===== src/rtl/exc_commit_arbiter.sv =====
// Exception commit arbiter: picks interrupt, synchronous exception or ERET at commit,
// drives CP0 write-back and the redirect PC, and holds the pipeline flush until fetch accepts.
module exc_commit_arbiter #(
  parameter int                 NUM_SRC     = 12,
  parameter int                 NUM_FLUSH   = 3,
  parameter int                 NUM_INT     = 8,
  parameter logic [NUM_SRC-1:0] REFILL_MASK = '0,
  parameter logic [NUM_SRC-1:0] DADDR_MASK  = '0,
  parameter logic [NUM_SRC-1:0] BADV_MASK   = '0
) (
  input  logic                   clk,
  input  logic                   resetn,
  input  logic [NUM_SRC-1:0]     src_valid,
  input  logic [5*NUM_SRC-1:0]   src_code,
  input  logic [NUM_INT-1:0]     int_pending,
  input  logic                   int_enable,
  input  logic                   eret,
  input  logic [31:0]            pc,
  input  logic [31:0]            data_vaddr,
  input  logic [31:0]            cur_epc,
  input  logic [31:0]            epc_in,
  input  logic [31:0]            ebase,
  input  logic                   sr_bev,
  input  logic                   sr_exl,
  input  logic                   cause_iv,
  input  logic [4:0]             intctl_vs,
  input  logic                   fetch_ok,
  output logic                   exc_pending,
  output logic                   busy,
  output logic [NUM_FLUSH-1:0]   flush,
  output logic                   cp0_wr_exp,
  output logic                   clear_exl,
  output logic [4:0]             exc_code,
  output logic [31:0]            epc,
  output logic [31:0]            badvaddr,
  output logic                   badvaddr_we,
  output logic [31:0]            new_pc
);

  typedef enum logic {IDLE, HOLD} state_e;

  state_e               state_q, state_d;
  logic [NUM_FLUSH-1:0] flush_q, flush_d;
  logic                 cp0_wr_exp_q, cp0_wr_exp_d;
  logic                 clear_exl_q, clear_exl_d;
  logic                 badvaddr_we_q, badvaddr_we_d;
  logic [4:0]           exc_code_q, exc_code_d;
  logic [31:0]          epc_q, epc_d;
  logic [31:0]          badvaddr_q, badvaddr_d;
  logic [31:0]          new_pc_q, new_pc_d;

  logic        int_take;
  logic        src_hit;
  logic [4:0]  src_code_sel;
  logic        src_refill;
  logic        src_daddr;
  logic        src_badv;
  logic [31:0] int_num;
  logic [31:0] vec_base;
  logic [31:0] vec_spacing;
  logic [31:0] int_vec;

  assign int_take = int_enable && (|int_pending);

  // Descending scan so the lowest-numbered raised source is the one left selected.
  always_comb begin
    src_hit      = 1'b0;
    src_code_sel = '0;
    src_refill   = 1'b0;
    src_daddr    = 1'b0;
    src_badv     = 1'b0;
    for (int i = NUM_SRC - 1; i >= 0; i--) begin
      if (src_valid[i]) begin
        src_hit      = 1'b1;
        src_code_sel = src_code[5*i +: 5];
        src_refill   = REFILL_MASK[i];
        src_daddr    = DADDR_MASK[i];
        src_badv     = BADV_MASK[i];
      end
    end
  end

  // Vectored interrupts use the highest pending line number.
  always_comb begin
    int_num = '0;
    for (int i = 0; i < NUM_INT; i++) begin
      if (int_pending[i]) int_num = 32'(i);
    end
  end

  assign vec_base    = sr_bev ? 32'hBFC0_0200 : ebase;
  assign vec_spacing = {22'd0, intctl_vs, 5'd0};

  always_comb begin
    if (!cause_iv)                         int_vec = vec_base + 32'h180;
    else if (sr_bev || intctl_vs == 5'd0)  int_vec = vec_base + 32'h200;
    else                                   int_vec = vec_base + 32'h200 + int_num * vec_spacing;
  end

  assign exc_pending = (state_q == IDLE) && (int_take || src_hit || eret);

  // NOTE: every variable gets a default before the case so no path infers a latch.
  always_comb begin
    state_d       = state_q;
    flush_d       = flush_q;
    cp0_wr_exp_d  = 1'b0;
    clear_exl_d   = 1'b0;
    badvaddr_we_d = 1'b0;
    badvaddr_d    = badvaddr_q;
    exc_code_d    = exc_code_q;
    epc_d         = epc_q;
    new_pc_d      = new_pc_q;
    case (state_q)
      IDLE: begin
        flush_d    = '0;
        badvaddr_d = '0;
        if (int_take) begin
          state_d      = HOLD;
          flush_d      = '1;
          cp0_wr_exp_d = 1'b1;
          exc_code_d   = 5'd0;
          epc_d        = cur_epc;
          new_pc_d     = int_vec;
        end else if (src_hit) begin
          state_d      = HOLD;
          flush_d      = '1;
          cp0_wr_exp_d = 1'b1;
          exc_code_d   = src_code_sel;
          if (src_refill) begin
            new_pc_d = sr_exl ? vec_base + 32'h180 : vec_base;
            epc_d    = sr_exl ? epc_in : cur_epc;
          end else begin
            new_pc_d = vec_base + 32'h180;
            epc_d    = cur_epc;
          end
          if (src_badv) begin
            badvaddr_we_d = 1'b1;
            badvaddr_d    = src_daddr ? data_vaddr : pc;
          end
        end else if (eret) begin
          state_d     = HOLD;
          flush_d     = '1;
          clear_exl_d = 1'b1;
          new_pc_d    = epc_in;
        end
      end
      HOLD: begin
        // Only the fetch handshake matters here; the squashed pipeline is ignored.
        if (fetch_ok) begin
          state_d    = IDLE;
          flush_d    = '0;
          badvaddr_d = '0;
        end
      end
      default: begin
        state_d = IDLE;
        flush_d = '0;
      end
    endcase
  end

  // NOTE: sequential state uses non-blocking assignments so all registers update together.
  always_ff @(posedge clk or negedge resetn) begin
    if (!resetn) begin
      state_q       <= IDLE;
      flush_q       <= '0;
      cp0_wr_exp_q  <= 1'b0;
      clear_exl_q   <= 1'b0;
      badvaddr_we_q <= 1'b0;
      exc_code_q    <= '0;
      epc_q         <= '0;
      badvaddr_q    <= '0;
      new_pc_q      <= '0;
    end else begin
      state_q       <= state_d;
      flush_q       <= flush_d;
      cp0_wr_exp_q  <= cp0_wr_exp_d;
      clear_exl_q   <= clear_exl_d;
      badvaddr_we_q <= badvaddr_we_d;
      exc_code_q    <= exc_code_d;
      epc_q         <= epc_d;
      badvaddr_q    <= badvaddr_d;
      new_pc_q      <= new_pc_d;
    end
  end

  assign busy        = (state_q == HOLD);
  assign flush       = flush_q;
  assign cp0_wr_exp  = cp0_wr_exp_q;
  assign clear_exl   = clear_exl_q;
  assign badvaddr_we = badvaddr_we_q;
  assign exc_code    = exc_code_q;
  assign epc         = epc_q;
  assign badvaddr    = badvaddr_q;
  assign new_pc      = new_pc_q;

endmodule


===== config.mk =====
export PLATFORM = sky130hd
export DESIGN_NAME = exc_commit_arbiter
export DESIGN_NICKNAME = d
export VERILOG_FILES = /design/src/rtl/exc_commit_arbiter.sv
export SDC_FILE = /design/constraint.sdc
export NUM_CORES = 1
export LEC_CHECK = 0
export ABC_AREA = 1
export CAP_MARGIN = 10
export CORE_AREA = 2 2 140 142
export DETAILED_ROUTE_END_ITERATION = 10
export DIE_AREA = 0 0 142 144
export HOLD_SLACK_MARGIN = 0.08
export PLACE_DENSITY = 0.75
export SLEW_MARGIN = 20
export SYNTH_ARGS = -nofsm -noshare
export SYNTH_HDL_FRONTEND = slang
export SYNTH_SLANG_ARGS = --single-unit

===== constraint.sdc =====
create_clock -name clk -period 4.7 [get_ports clk]
set_clock_uncertainty 0.1 [all_clocks]
set_input_delay 0.47 -clock clk [delete_from_list [all_inputs] [get_ports clk]]
set_output_delay 0.47 -clock clk [all_outputs]
set_load 0.03 [all_outputs]

==> flow_summary.toml, run 1 <==
[timing]
slew_viol_final = 0
slew_headroom_pct = 37.7
post-route-period-util_pct = 93.5
max_freq_ghz = 0.228
finalHoldViolations = 0
fin_crit_ns = 4.39
setup_violations = 0
tightest_slew_ns = 0.935
rsz0062_at_grt = "no"

[synthesis]
yosys_warnings = 0
yosysUniqueCellTypes = 47
synth_edf_count = 0
synthesis.area_sq_mm = 0.00684
synth-seq-area-share_pct = 26.7
synth.top_cells.by_area = "dfrtp_1 (27%), nand2_1 (19%), nor2_1 (7.0%)"
postSynthCellCount = 1060
yosysMostFrequentCell = "nand2_1"
synthDominantCellAreaShare_pct = 26.7
yosysTopAreaCell = "dfrtp_1"
ys_ff_latch = 73
synth_ff_type = "dfrtp_1"
avgSynthCellArea_sq_um = 6.45
yosys-top-cells-count = "nand2_1 (345), nor2_1 (127), inv_1 (108)"
async_reset_ff_share_pct = 100

[finish]
area_growth_pct = 46.5
drive_above_1_share_pct = 7.69
finalNetCount = 1597
n_fill_cell = 1894
stdcell_area_sq_mm = 0.0100

[power]
p_leak_uw = 0.00476
pwr_density_cell_mw_per_mm2 = 439
ir_worst_vdd_mv = 0.257
power_uw = 4400

[floorplan]
io_pins = 362
die_x_um = 142
start_util_pct = 35.8
rows = 51
core_area_sq_mm = 0.0191
die_h_um = 144
fp.dieArea_sq_mm = 0.0204

[place]
gp_congestion = 0.926
place.detailed.hpwl_um = 20700
placed_area_sq_mm = 0.00965
io_buffers = 263

[drt]
post_drt_wl_per_cell_um = 15.9
drtAntennaViolNets = 0
drt-total-wl_um = 25000
routed-via-count = 7795
first_pass_iters = 5
drt_iter0_drc = 491
viasPerCell = 4.96
drc = 0

[clocking]
numCtsBuffers = 9
clk_pin_slew_ns = 0.07
insertion_delay_ns = 0.32
post_cts.repair.setup_buffers = 0
cts_root_buf = "clkbuf_16"
clockBufferDepth = 2
cts.sinks = 73
cts_tree = "done"
htree_levels = 3

[critical_path]
path_common_cell = "nand2_1"
cp.required_ns = 4.86
cp-start-kind = "primary input"
slowest_delay_ns = 0.49
reg2reg_slack_ns = 2.59
critical_path_class = "primary input to register"
cp-end-kind = "register"
crit_path_max_fanout = 3
cpMaxStageDelayCell = "fa_1"
arrival_ns = 4.55

[global_route]
grt_antenna_before_repair = 14
grt-ovfl-total = 0
grt_max_degree = 74
grt_usage_pct = 23.9
grt_pass1_vias = 7237
grt_pass1_wl_um = 38100

[worst_hold_path]
hold_class = "primary input to asynchronous set/reset pin"

[status]
status = "finished, final reports clean"

[job]
cap_violations = 0
==> layout by cell type, fill, tap and decap left out, types with 7 or more instances in the layout <==
| cell type | instances |
|---|---|
| nor2_1 | 122 |
| dfrtp_1 | 73 |
| o211ai_1 | 15 |
| inv_1 | 106 |
| diode_2 | 7 |
| nand3_1 | 52 |
| a21oi_1 | 51 |
| nor2_2 | 10 |
| clkbuf_16 | 9 |
| a221oi_1 | 11 |
| o22ai_1 | 8 |
| nand2_2 | 8 |
| xnor2_1 | 8 |
| nand4_1 | 11 |
| nand2_1 | 343 |
| a31oi_1 | 13 |
| ha_1 | 15 |
| clkdlybuf4s50_1 | 261 |
| o21ai_0 | 31 |
| conb_1 | 33 |
| xor2_1 | 34 |
| buf_4 | 26 |
==> path summary, 6_finish.rpt <==
path | from | to | cells after the start
max | int_pending[1] | new_pc[30] | 29
min | resetn | epc[4] | 1
max reg2reg | busy | new_pc[8] | 7
min reg2reg | epc[31] | epc[31] | 2
max in group asynchronous | resetn | new_pc[9] | 1
min in group clk | epc[31] | epc[31] | 2
==> cells by family (layout without fill, tap and decap cells) <==
| group | after synthesis | count (layout) | share of synthesized area [%] |
|---|---|---|---|
| and+or+nand+nor | 583 | 584 | 36.6 |
| buffers and inverters | 183 | 417 | 12.4 |
| AOI/OAI and AO/OA | 154 | 154 | 13.7 |
| DFF | 73 | 73 | 26.7 |
| xor gates and xnor gates | 43 | 43 | 5.78 |
| adders and majority gates | 22 | 22 | 4.57 |
| other | 1 | 40 | 0.0548 |
| muxes | 1 | 1 | 0.146 |
==> final cells by class <==
type	instances	area [sq um]	area share [%]
flip-flops and latches	73	1830	18.2
inverters	114	428	4.27
clock buffers	9	225	2.25
clock inverters	7	60.1	0.600
well taps	238	298	2.97
repair buffers	287	2810	28.0
diodes	7	17.5	0.175
multi-input cells	837	4350	43.5
==> sequential cells by signal, indices dropped and copies added (netlist names) <==
name	count
new_pc	32
busy	1
cp0_wr_exp	1
flush	1
clear_exl	1
exc_code	5
epc	32
==> timing repair <==
item                                    CTS  global route
resized for setup                         0            17
hold buffers                              0             0
endpoints found under the setup margin    0            17
hold endpoints to repair                  0             0
==> per-stage QoR <==
step,hold slack (ns),util (%),cells,TNS (ns),setup WS [ns]
finish,0.177,52.5,1572,0,0.307
global route,0.267,52.4,1565,0,0.0248
CTS,0.212,52.0,1564,0,0.0959
detailed placement,0.358,50.6,1548,-2.53,-0.252
global placement,0.352,50.6,1548,-0.570,-0.106
floorplan,0.0744,-,1092,0,0.554
==> metal layers <==
| layer | track usage [%] | up-vias | wire, um |
|---|---|---|---|
| met5 | 0 | - | 102 |
| met4 | 8.58 | 16 | 809 |
| met3 | 9.67 | 63 | 2660 |
| met2 | 37.8 | 302 | 10900 |
| met1 | 29.5 | 3538 | 10500 |
| li1 | - | 3876 | - |
==> where the power goes <==
part	internal [uW]	switching, uW
Clock	367	293
Combinational	1050	1590
Sequential	935	171
Total	2350	2050
==> worst max-delay path, delay by kind of cell <==
kind / cells / cell delay [ns]
AO/OA/AOI/OAI: 5 / 0.62
XOR/XNOR: 1 / 0.14
adder cells (fa/ha/maj): 4 / 1.36
buffers and inverters: 4 / 0.74
AND/OR/NAND/NOR: 15 / 1.21
Power figures use the tool's default switching activity.
==> inputs of run 2 (changes only) <==
CORE_AREA = 2 2 139 141   (was 2 2 140 142)
DIE_AREA = 0 0 141 143   (was 0 0 142 144)
DONT_BUFFER_PORTS = 1   (was default)
PLACE_DENSITY = default   (was 0.75)
==> flow_summary.toml, run 2 (synthesis gave the netlist of run 1 again) <==
[timing]
tightest_slew_ns = 0.854
fin_crit_ns = 4.14
setup_tns_ns = 0
holdWs_ns = 0.144
slew_headroom_pct = 43.1
rsz0062_at_grt = "no"
setup_violations = 0
max_freq_ghz = 0.241
post-route-period-util_pct = 88.2
slew_viol_final = 0
finalHoldViolations = 0

[finish]
finalNetCount = 1320
regArea_sq_mm = 0.00183
fin_util_pct = 39.0
drive_above_1_share_pct = 6.67
layout_common_cells = "nand2_1 (345), nor2_1 (125), inv_1 (108)"
final_common_cell = "nand2_1"
n_fill_cell = 2046
area_growth_pct = 5.91
stdcell_area_sq_mm = 0.00724
multi_input_area_sq_mm = 0.00429

[global_route]
grt_antenna_before_repair = 7
grt-ovfl-total = 0
grt_pass1_wl_um = 35600
grt_pass1_vias = 6130
grt_max_degree = 74
grt_usage_pct = 23.3

[clocking]
cts.sinks = 73
cts_tree = "done"
post_cts.repair.setup_buffers = 0
numCtsBuffers = 9
clockBufferDepth = 2
clk_pin_slew_ns = 0.07
insertion_delay_ns = 0.34
cts_root_buf = "clkbuf_16"
htree_levels = 3

[critical_path]
cp-end-kind = "register"
path_common_cell = "nand2_1"
reg2regPathDepth = 7
cpMaxStageDelayCell = "fa_1"
slowest_delay_ns = 0.49
cp.required_ns = 4.86
path_buf_inv = 3
critPathTopFamily = "adder cells"
critical_path_class = "primary input to register"
crit_path_max_fanout = 5
crit_cells = 28
cp-start-kind = "primary input"
arrival_ns = 4.31

[drt]
post_drt_wl_per_cell_um = 18.8
drt-total-wl_um = 24200
viasPerCell = 5.17
routed-via-count = 6668
drtAntennaViolNets = 0
drc = 0
drt_iter0_drc = 232
first_pass_iters = 5

[floorplan]
io_pins = 362
fp.dieArea_sq_mm = 0.0202
start_util_pct = 36.8
core_area_sq_mm = 0.0186
die_h_um = 143
rows = 50
die_x_um = 141

[place]
io_buffers = 0
placed_area_sq_mm = 0.00690
gp_congestion = 0.950
place.detailed.hpwl_um = 20100

[power]
ir_worst_vdd_mv = 0.202
p_leak_uw = 0.00368
pwr_density_cell_mw_per_mm2 = 495

[worst_hold_path]
holdPathStages = 2
hold_class = "primary input to register"

[job]
cap_violations = 0

[status]
status = "finished, final reports clean"
==> run 2: stage by stage <==
stage	total power (uW)	setup slack, ns	cells
2_1_floorplan	2620	0.554	1092
3_3_place_gp	2900	0.221	1266
3_5_place_dp	2920	0.195	1266
4_1_cts	3610	0.538	1284
5_1_grt	3810	0.0297	1284
6_report	3580	0.555	1290
==> run 2: cell type report <==
type | instances | area share [%]
well taps | 234 | 4.04
repair buffers | 11 | 1.45
inverters | 114 | 5.91
diodes | 6 | 0.207
clock inverters | 7 | 0.829
flip-flops and latches | 73 | 25.2
multi-input cells | 836 | 59.2
clock buffers | 9 | 3.11
==> run 2: what timing repair did <==
action	in CTS	in global routing
endpoints found under the setup margin	0	2
hold buffers	2	0
endpoints found under the hold margin	73	0
gates resized for setup	0	1
==> run 2: path summary, 6_finish.rpt <==
path	start	slack (ns)	endpoint
worst max-delay path	int_pending[2]	0.56	new_pc[24]
worst min-delay path	cur_epc[21]	0.14	epc[21]
worst max register to register	busy	2.37	new_pc[8]
worst min register to register	epc[30]	0.58	epc[30]
max in group asynchronous	resetn	3.60	new_pc[21]
min in group asynchronous	resetn	0.56	exc_code[2]
==> run 2: layer usage <==
metal | track usage [%] | wire [um]
met2 | 35.3 | 10300
met3 | 12.9 | 3470
met4 | 6.53 | 459
met1 | 28.5 | 9990
met5 | 0 | 22
==> run 2: power by group <==
part / switching [uW] / leakage (uW) / internal (uW)
sequential: 895 / 0.000870 / 925
combinational: 724 / 0.00268 / 370
clock: 303 / 0.000131 / 367
total: 1920 / 0.00368 / 1660
